$ cat config.mk
export PLATFORM = sky130hd
export DESIGN_NAME = muldiv_unit
export DESIGN_NICKNAME = d
export VERILOG_FILES = /design/src/rtl/riscv_pkg.sv /design/src/rtl/muldiv_special_case.sv /design/src/rtl/muldiv_unit.sv
export SDC_FILE = /design/constraint.sdc
export NUM_CORES = 1
export LEC_CHECK = 0
export ABC_AREA = 1
export BUFFER_PORTS_ARGS = -buffer_cell sky130_fd_sc_hd__buf_2
export CAP_MARGIN = 20
export CORE_MARGIN = 2
export CORE_UTILIZATION = 40
export CTS_CLUSTER_SIZE = 14
export DETAILED_ROUTE_END_ITERATION = 10
export PLACE_DENSITY_LB_ADDON = 0.25
export SLEW_MARGIN = 0
export SYNTH_ARGS = -nofsm -noshare
export SYNTH_HDL_FRONTEND = slang
export SYNTH_SLANG_ARGS = --single-unit
export TNS_END_PERCENT = 100
$ cat constraint.sdc
create_clock -name clk -period 4.3 [get_ports clk]
set_clock_uncertainty 0.1 [all_clocks]
set_input_delay 0 -clock clk [delete_from_list [all_inputs] [get_ports clk]]
set_output_delay 0 -clock clk [all_outputs]
set_load 0.1 [all_outputs]
$ cat src/rtl/riscv_pkg.sv
// Shared RV32 definitions for the execute-stage multiply/divide unit.
package riscv_pkg;

   localparam int XLEN = 32;

   typedef enum logic [2:0] {
      OP_MUL    = 3'b000,
      OP_MULH   = 3'b001,
      OP_MULHSU = 3'b010,
      OP_MULHU  = 3'b011,
      OP_DIV    = 3'b100,
      OP_DIVU   = 3'b101,
      OP_REM    = 3'b110,
      OP_REMU   = 3'b111
   } muldiv_op_e;

   typedef enum logic [1:0] {
      IDLE,
      CALC,
      DONE
   } muldiv_state_e;

   function automatic logic op_is_div(input muldiv_op_e o);
      return o[2];
   endfunction

endpackage

$ cat src/rtl/muldiv_special_case.sv
// Detects divide-by-zero and signed-overflow requests, whose results are
// fixed by the ISA and need no iteration.
module muldiv_special_case
   import riscv_pkg::*;
(
   input  logic [2:0]      op,
   input  logic [XLEN-1:0] A,
   input  logic [XLEN-1:0] B,
   output logic            is_special,
   output logic [XLEN-1:0] special_result
);

   muldiv_op_e op_e;
   logic       div_zero;
   logic       overflow;

   assign op_e = muldiv_op_e'(op);

   always_comb begin
      div_zero       = op_is_div(op_e) && (B == '0);
      overflow       = ((op_e == OP_DIV) || (op_e == OP_REM)) &&
                       (A == {1'b1, {(XLEN-1){1'b0}}}) && (B == '1);
      is_special     = div_zero || overflow;
      special_result = '0;
      if (div_zero)
         special_result = ((op_e == OP_DIV) || (op_e == OP_DIVU)) ? '1 : A;
      else if (overflow)
         special_result = (op_e == OP_DIV) ? A : '0;
   end

endmodule

$ cat src/rtl/muldiv_unit.sv
// Iterative RV32M multiply/divide: shift-add multiply or restoring divide on
// operand magnitudes, one bit per cycle, with sign fix-up on the last step.
module muldiv_unit #(
   parameter int XLEN = riscv_pkg::XLEN
) (
   input  logic            clk,
   input  logic            reset,
   input  logic            flush,
   input  logic            in_valid,
   output logic            in_ready,
   input  logic [2:0]      op,
   input  logic [XLEN-1:0] A,
   input  logic [XLEN-1:0] B,
   output logic            out_valid,
   input  logic            out_ready,
   output logic [XLEN-1:0] result
);
   import riscv_pkg::*;

   localparam int CW = $clog2(XLEN);

   muldiv_state_e     state;
   logic [CW-1:0]     counter;
   muldiv_op_e        op_in;
   muldiv_op_e        op_p0;
   logic              sign_a_p0, sign_b_p0;
   logic [2*XLEN-1:0] acc_p0;
   logic [XLEN-1:0]   opnd_b_p0;
   logic [2*XLEN-1:0] acc_nxt;
   logic              signed_a, signed_b, sign_a, sign_b;
   logic [XLEN-1:0]   mag_a, mag_b;
   logic              is_special;
   logic [XLEN-1:0]   special_result;
   logic [XLEN:0]     sum;
   logic [XLEN:0]     rem_sh;
   logic              rem_ge;

   assign op_in     = muldiv_op_e'(op);
   assign in_ready  = (state == IDLE);
   assign out_valid = (state == DONE);

   muldiv_special_case u_special (
      .op             (op),
      .A              (A),
      .B              (B),
      .is_special     (is_special),
      .special_result (special_result)
   );

   // 0x80000000 negates to itself, which read as unsigned is exactly 2^31.
   always_comb begin
      signed_a = op_in inside {OP_MULH, OP_MULHSU, OP_DIV, OP_REM};
      signed_b = op_in inside {OP_MULH, OP_DIV, OP_REM};
      sign_a   = signed_a && A[XLEN-1];
      sign_b   = signed_b && B[XLEN-1];
      mag_a    = sign_a ? ('0 - A) : A;
      mag_b    = sign_b ? ('0 - B) : B;
   end

   // acc holds {high product, multiplier} or {remainder, dividend/quotient}.
   always_comb begin
      sum    = {1'b0, acc_p0[2*XLEN-1:XLEN]} + (acc_p0[0] ? {1'b0, opnd_b_p0} : '0);
      rem_sh = {acc_p0[2*XLEN-1:XLEN], acc_p0[XLEN-1]};
      rem_ge = (rem_sh >= {1'b0, opnd_b_p0});
      if (!op_is_div(op_p0))
         acc_nxt = {sum, acc_p0[XLEN-1:1]};
      else if (rem_ge)
         acc_nxt = {rem_sh[XLEN-1:0] - opnd_b_p0, acc_p0[XLEN-2:0], 1'b1};
      else
         acc_nxt = {rem_sh[XLEN-1:0], acc_p0[XLEN-2:0], 1'b0};
   end

   function automatic logic [XLEN-1:0] fixup(input muldiv_op_e o,
                                             input logic [2*XLEN-1:0] r,
                                             input logic sa, input logic sb);
      logic [2*XLEN-1:0] prod;
      logic [XLEN-1:0]   quo;
      logic [XLEN-1:0]   rem;
      logic [XLEN-1:0]   res;
      prod = (sa ^ sb) ? ('0 - r) : r;
      quo  = (sa ^ sb) ? ('0 - r[XLEN-1:0]) : r[XLEN-1:0];
      rem  = sa ? ('0 - r[2*XLEN-1:XLEN]) : r[2*XLEN-1:XLEN];
      case (o)
         OP_MUL:                     res = prod[XLEN-1:0];
         OP_MULH, OP_MULHSU, OP_MULHU: res = prod[2*XLEN-1:XLEN];
         OP_DIV, OP_DIVU:            res = quo;
         default:                    res = rem;
      endcase
      return res;
   endfunction

   always_ff @(posedge clk) begin
      if (!reset) begin
         state   <= IDLE;
         counter <= '0;
         result  <= '0;
      end else if (flush) begin
         state <= IDLE;
      end else begin
         case (state)
            IDLE: if (in_valid) begin
               counter <= '0;
               if (is_special) begin
                  result <= special_result;
                  state  <= DONE;
               end else begin
                  state <= CALC;
               end
            end
            CALC: begin
               counter <= counter + CW'(1);
               if (counter == CW'(XLEN-1)) begin
                  result <= fixup(op_p0, acc_nxt, sign_a_p0, sign_b_p0);
                  state  <= DONE;
               end
            end
            DONE: if (out_ready) state <= IDLE;
            default: state <= IDLE;
         endcase
      end
   end

   // Operand capture at acceptance, then one iteration per CALC cycle.
   always_ff @(posedge clk) begin
      if (state == IDLE && in_valid) begin
         op_p0     <= op_in;
         sign_a_p0 <= sign_a;
         sign_b_p0 <= sign_b;
         acc_p0    <= {{XLEN{1'b0}}, mag_a};
         opnd_b_p0 <= mag_b;
      end else if (state == CALC) begin
         acc_p0 <= acc_nxt;
      end
   end

endmodule
==> summary.md, run 1 <==
| Metric | Value |
|---|---|
| Die Height | about 210 um |
| CTS max path bufs | 2 |
| Fmax achieved | between 0.2 and 0.25 GHz |
| DRT Wirelength | 83,100 um |
| Highest-count cells in the layout ignoring fill and taps | 773 x nand2_1, 382 x inv_1, 303 x nor2_1, 258 x nand3_1, 241 x buf_4 |
| Io pins | 106 |
| Clk_lat worst skew | 0.51 ns |
| Final HPWL DP | 67,000 um |
| Endpoints failing hold | 0 |
| Crit end category | register |
| CTS tree | built |
| Via/cell ratio | ~5.6 |
| Fillcell total | 4,377 |
| Post-detailed-route count of antenna-violating nets | 0 |
| Worst Hold End | acc_p0[63] |
| CP max stage delay | approximately 0.38 ns |
| Placer Congestion | 1.02 |
| Core area | 41,800 sq um |
| Library cells used by synthesis | 59 |
| Worst slew pin tran | ~0.95 ns |
| Nets | ~3,400 |
| CP max-delay cell | edfxtp_1 |
| Antenna cell count | 0 |
| Router iterations before antenna repair | 6 |
| Most common cell after layout, fill and taps aside | nand2_1 |
| Global Route met1 Usage | a little over half |
| Number of synthesized flops with an enable pin | a little under 70 |
| I/O Buffers | roughly 110 |
| Ys async rst share | 0% |
| Req. time, crit path | between 4 and 5 ns |
| Routed vias | ~21,000 |
| Layout cell share with drive strength beyond 1 | roughly a fifth |
| Tmin final | ~4.2 ns |
| Synth-to-Final Area Change | 27.0% |
| Hold WC Path Type | in -> reg |
| Static leakage | 10.7 nW |
| Met2 global-route usage | ~54% |
| DRT iter0 DRCs | 2,828 |
| Peak VDD IR | around 0.24 mV |
| WS Path Type | reg -> reg |
| Max Cap Violations | 0 |
| Total Routing Usage GR | between 30% and 40% |
| Cell Area, Synth | about 17,000 sq um |
| Vias in the first global route | 19,000 |
| CTS sink count | 140 |
| Clk slew on worst S/H paths | 0.08 ns |
| Final setup vio count | 0 |
| R2r setup slk | roughly 0.13 ns |
| CP arrival | 4.51 ns |
| Startpoint type of the worst setup path | register |
| Period utilization | 97.0% |
| Reg2Reg Depth | 29 |
| R2r startpoint | acc_p0[31] |
| Most frequent cell on the critical path | nand2_2 |
| DRC errors left | 0 |
| Root buf cell | clkbuf_16 |
| Power Density | about 340 nW/um^2 |
| Met3 Use GR | 11.2% |
| Gate Count Post-Synth | 2,860 |
| Syn_area_per_cell | approximately 5.9 sq um |
| Tot Pwr | 7.22 mW |
| GRT overflow | 0 |
| Top FF cell, synth | dfxtp_1 |
| Sequential share of the synthesized area | around 21% |
| Starting Density | ~40% |
| Row cnt | 75 |
| Initial antenna violation count | 6 |
| Yosys Warn Count | 0 |
| Fin util | roughly half |
| H-tree levels | 4 |
| FF-to-FF End | result[24] |
| Die width | approximately 210 um |
| Num CTS Buffers | 17 |
| Flops & latches, synth | 140 |
| HP Start | in_valid |
| Peak fanout along the critical path | 4 |
| Status | finished, final reports clean |
| Final Max Slew Viols | 0 |
| Routed len/inst | approximately 22 um |
| Worst Hold Depth | 7 |
| RSZ-0062 raised after global routing | yes |
| Slew margin rel. | 36.4% |
| Largest net degree at the start of global routing | 92 |
| Global route hottest layer | met1 |
| Post-Syn Nets | ~3,000 |
| Die Footprint | 43,700 sq um |
| Wire length of the first global-routing pass | 120,000 um |
Yosys cell counts, types with 21 or more instances:
master    count  area share (%)
nand3_1     264             7.9
edfxtp_1     69              12
nor3_1       57             1.7
nor2_2       33             1.2
ha_1         71             5.3
xnor2_1      26             1.4
clkbuf_1     49             1.1
xor2_1       73             3.8
nand2_2      25            0.93
o21ai_0     169             5.0
inv_1       392             8.7
a21oi_1     132             3.9
nand4_1      59             2.2
nor2_1      310             6.9
nand2_1     808              18
o21ai_1      21            0.62
dfxtp_1      71             8.5
logic make-up after synthesis:
kind of cell | count (synthesis) | share of synthesized area, %
XOR/XNOR | 99 | 5.16
multiplexers | 4 | 0.238
flip-flops | 140 | 20.8
buffers and inverters | 498 | 11.8
adder cells (fa/ha/maj) | 73 | 5.52
AND/OR/NAND/NOR | 1646 | 43.5
AO/OA/AOI/OAI | 400 | 13.0
layout make-up:
cell class	count	area [sq um]	area share, %
multi-input combinational	2222	11800	55.5
sequential	140	3500	16.4
timing repair buffer	427	3200	15.0
inverter	407	1530	7.15
tap	539	674	3.16
clock buffer	17	425	1.99
clock inverter	15	193	0.902
worst max path at each step:
stage,endpoint,cells past startpoint,from,slack (ns)
after floorplan,acc_p0[0],6,state[0],0.14
after global placement,result[24],31,acc_p0[34],0.12
after detailed placement,result[24],29,acc_p0[33],0.03
after CTS,result[12],26,opnd_b_p0[28],0.02
after global routing,result[24],30,opnd_b_p0[26],-0.13
final,result[24],29,acc_p0[31],0.13
where the power goes:
group | leakage [nW] | total [mW] | switching (mW) | internal (mW)
registers | 1.25 | 1.64 | 0.0927 | 1.55
logic | 9.10 | 3.93 | 2.58 | 1.36
clock network | 0.302 | 1.65 | 0.760 | 0.885
critical path: cells and delay by family (launching register included):
family | cells | cell delay [ns]
and+or+nand+nor | 23 | 2.60
buffers and inverters | 2 | 0.33
AOI/OAI and AO/OA | 2 | 0.23
adders and majority gates | 2 | 0.45
DFF | 1 | 0.38
flip-flops by register name, summed over array words and instances (netlist names):
name / flops
state: 2
op_p0: 3
counter: 5
sign_b_p0: 1
result: 32
acc_p0: 64
sign_a_p0: 1
opnd_b_p0: 32
timing repair:
item / in CTS / in global routing
hold buffers: 76 / 0
endpoints found under the hold margin: 99 / 0
pin swaps: 0 / 25
gates resized for setup: 1 / 125
endpoints found under the setup margin: 2 / 30
setup buffers: 0 / 15
per-stage QoR:
stage          area [sq um]  instances  setup WS [ns]  TNS (ns)  hold slack [ns]
2_1_floorplan         16800       2860          0.136         0         -0.00113
3_3_place_gp          19400       3644          0.116         0           0.0995
3_5_place_dp          19400       3644         0.0342         0            0.107
4_1_cts               20800       3752         0.0161         0           0.0726
5_1_grt               21400       3767         -0.131    -0.432            0.132
6_report              21400       3767          0.130         0            0.109
routing by layer:
layer / share of wire (%) / wire, um
met3: 11 / 9420
met1: 45 / 37400
met4: 2.4 / 2030
met2: 41 / 34300
met5: 0.049 / 41
No activity file was read; power rests on OpenSTA's default activity.
==> inputs of run 2 (changes only) <==
--- a/config.mk
+++ b/config.mk
@@ -8,7 +8,6 @@
 export ABC_AREA = 1
 export BUFFER_PORTS_ARGS = -buffer_cell sky130_fd_sc_hd__buf_2
 export CAP_MARGIN = 20
-export CORE_MARGIN = 2
 export CORE_UTILIZATION = 40
 export CTS_CLUSTER_SIZE = 14
 export DETAILED_ROUTE_END_ITERATION = 10
==> constraint.sdc (replaced) <==
create_clock -name clk -period 4.3 [get_ports clk]
set_clock_uncertainty 0.1 [all_clocks]
set_input_delay 0 -clock clk [delete_from_list [all_inputs] [get_ports clk]]
set_output_delay 0 -clock clk [all_outputs]
set_load 0.02 [all_outputs]
==> run 2 against run 1 <==
Against the previous run: final cell count grew 1.3%; clock power decreased by 2%; combinational power up 3%; clock-buffer cell count stayed put; first-iteration DRC count is 2.2% higher; wire length is essentially flat; non-clock buffer count increased by 51; utilization increased by 2.0 points; critical endpoint is now result[27]; critical path depth shrank 7; via count up 1.8%.
==> summary.md, run 2 (same netlist as run 1, synthesis figures left out) <==
| Metric | Value |
|---|---|
| Status | finished, final reports clean |
| Worst Hold Depth | 3 |
| Post-detailed-route count of antenna-violating nets | 0 |
| Peak VDD IR | approximately 0.28 mV |
| Startpoint type of the worst setup path | register |
| Worst Setup SP | opnd_b_p0[0] |
| Fmax achieved | 0.239 GHz |
| Power share of the clock group | between 20 and 25% |
| Fillcell total | 4,295 |
| Static leakage | between 10 and 15 nW |
| Synth-to-Final Area Change | 29.9% |
| R2r startpoint | opnd_b_p0[0] |
| Routed vias | between 20,000 and 25,000 |
| Final setup vio count | 0 |
| Seq pwr share | 22.5% |
| Largest net degree at the start of global routing | between 60 and 70 |
| CTS max path bufs | 2 |
| Router iterations before antenna repair | 6 |
| DRT Wirelength | approximately 83,000 um |
| Total Routing Usage GR | a little under two fifths |
| Biggest register | acc_p0 |
| Wire length of the first global-routing pass | 121,000 um |
| H-tree levels | 4 |
| Top flop regs | acc_p0 x64, opnd_b_p0 x32, result x32 |
| Final HPWL DP | ~67,000 um |
| Root buf cell | clkbuf_16 |
| Vias in the first global route | between 15,000 and 20,000 |
| Max Cap Violations | 0 |
| Max reg flops | 64 |
| Starting Density | around 40% |
| Power Density | between 300 and 400 nW/um^2 |
| Die width | around 210 um |
| Final Max Slew Viols | 0 |
| CTS tree | built |
| I/O Buffers | about 110 |
| GRT overflow | 0 |
| Tmin final | 4.18 ns |
| Layout cell share with drive strength beyond 1 | between 20 and 25% |
| Hold WC Path Type | in -> reg |
| Placer Congestion | 1.03 |
| Via/cell ratio | between 5 and 6 |
| Routed len/inst | approximately 22 um |
| Initial antenna violation count | 6 |
| CP arrival | between 4 and 5 ns |
| Crit end category | register |
| Clk slew on worst S/H paths | 0.07 ns |
| Worst hold slack | about 0.12 ns |
| Core area | roughly 41,000 sq um |
| Fin util | 53.2% |
| CTS sink count | between 100 and 150 |
| RSZ-0062 raised after global routing | yes |
| Clk_lat worst skew | slightly above 0.5 ns |
| Num CTS Buffers | 17 |
| Nets | roughly 3,400 |
| WS Path Type | reg -> reg |
| Row cnt | 74 |
| Most common cell after layout, fill and taps aside | nand2_1 |
| Io pins | about 110 |
| DRT iter0 DRCs | approximately 2,900 |
| Die Height | 207 um |
| Slew margin rel. | approximately a third |
| Reg2Reg Depth | 22 |
| HP Start | B[1] |
| DRC errors left | 0 |
| Worst slew pin tran | approximately 1 ns |
| Die Footprint | roughly 43,000 sq um |
| Comb power frac | 55.4% |
| Int Power | about 3.9 mW |
| Endpoints failing hold | 0 |
| Sw power | 3.38 mW |
| Period utilization | between 90% and 100% |
| Switching Fraction | between 40% and 50% |
| Peak fanout along the critical path | 4 |
| Req. time, crit path | between 4 and 5 ns |
| Highest-count cells in the layout ignoring fill and taps | 777 x nand2_1, 373 x inv_1, 299 x nor2_1, 285 x buf_4, 258 x nand3_1 |
-- run 2: cell count changes in the layout (fill, tap and decap cells not counted), moves of 5 or more --
cell	delta
buf_4	+44
diode_2	+5
ha_1	-6
ha_2	-6
ha_4	+12
inv_1	-9
inv_2	+9
inv_8	-5
nor2_2	+7
-- run 2: final timing paths --
path	endpoint	slack, ns
hold reg to reg	result[27]	0.37
setup / recovery	result[27]	0.12
hold / removal	opnd_b_p0[1]	0.12
setup reg to reg	result[27]	0.12
-- run 2: what timing repair did --
action,CTS,global route
hold buffers,80,0
endpoints found under the hold margin,100,0
endpoints found under the setup margin,8,28
pin swaps,0,21
buffers inserted,2,25
gates resized for setup,4,134
-- run 2: final cells by class --
type                       count  area [sq um]  share of cell area, %
sequential                   140          3500                   16.0
clock inverter                15           173                  0.790
tap                          532           666                   3.05
timing repair buffer         478          3610                   16.5
clock buffer                  17           425                   1.95
antenna                        5          12.5                 0.0573
inverter                     407          1530                   6.99
multi-input combinational   2222         11900                   54.6
-- run 2: critical path, stage by stage (launching register included) --
cell	delay, ns
edfxtp_1	0.44
ha_2	0.32
inv_1	0.15
fa_2	0.44
nand2_1	0.10
nand3_1	0.16
buf_4	0.21
nand2_1	0.05
nand3_1	0.20
xor2_1	0.26
nand3_1	0.14
nand3_2	0.16
nor2_4	0.20
nand2_2	0.12
nor2_1	0.13
nand2_1	0.12
nand2_1	0.10
nand2_1	0.07
nand2_1	0.06
nand3_1	0.06
nand3_1	0.16
nand2_1	0.17
a21oi_1	0.15
-- run 2: power groups by stage --
stage | combinational, mW | clock, mW | sequential (mW)
6_report | 4.05 | 1.61 | 1.65
5_1_grt | 4.32 | 1.67 | 1.66
4_1_cts | 3.73 | 1.62 | 1.63
3_5_place_dp | 3.64 | 0 | 1.66
3_3_place_gp | 3.64 | 0 | 1.66
2_1_floorplan | 2.04 | 0 | 1.64
-- run 2: per-layer routing --
metal / vias to the layer above / global-route usage [%] / part of all wire [%]
met4: 0 / 11.0 / 2.7
met5: - / 0 / 0
li1: 10100 / - / -
met1: 9973 / 53.2 / 44
met3: 134 / 11.8 / 13
met2: 1231 / 54.3 / 41
-- run 2: through the flow --
stage / worst slack, ns / instance area [sq um] / cells / total power, mW / setup TNS [ns]
detailed placement: -0.116 / 19600 / 3672 / 5.31 / -0.238
finish: 0.124 / 21900 / 3816 / 7.31 / 0
floorplan: 0.606 / 16800 / 2860 / 3.69 / 0
CTS: 0.0235 / 21100 / 3786 / 6.99 / 0
global route: -0.125 / 21800 / 3811 / 7.64 / -0.585
global placement: -0.0853 / 19600 / 3672 / 5.29 / -0.143
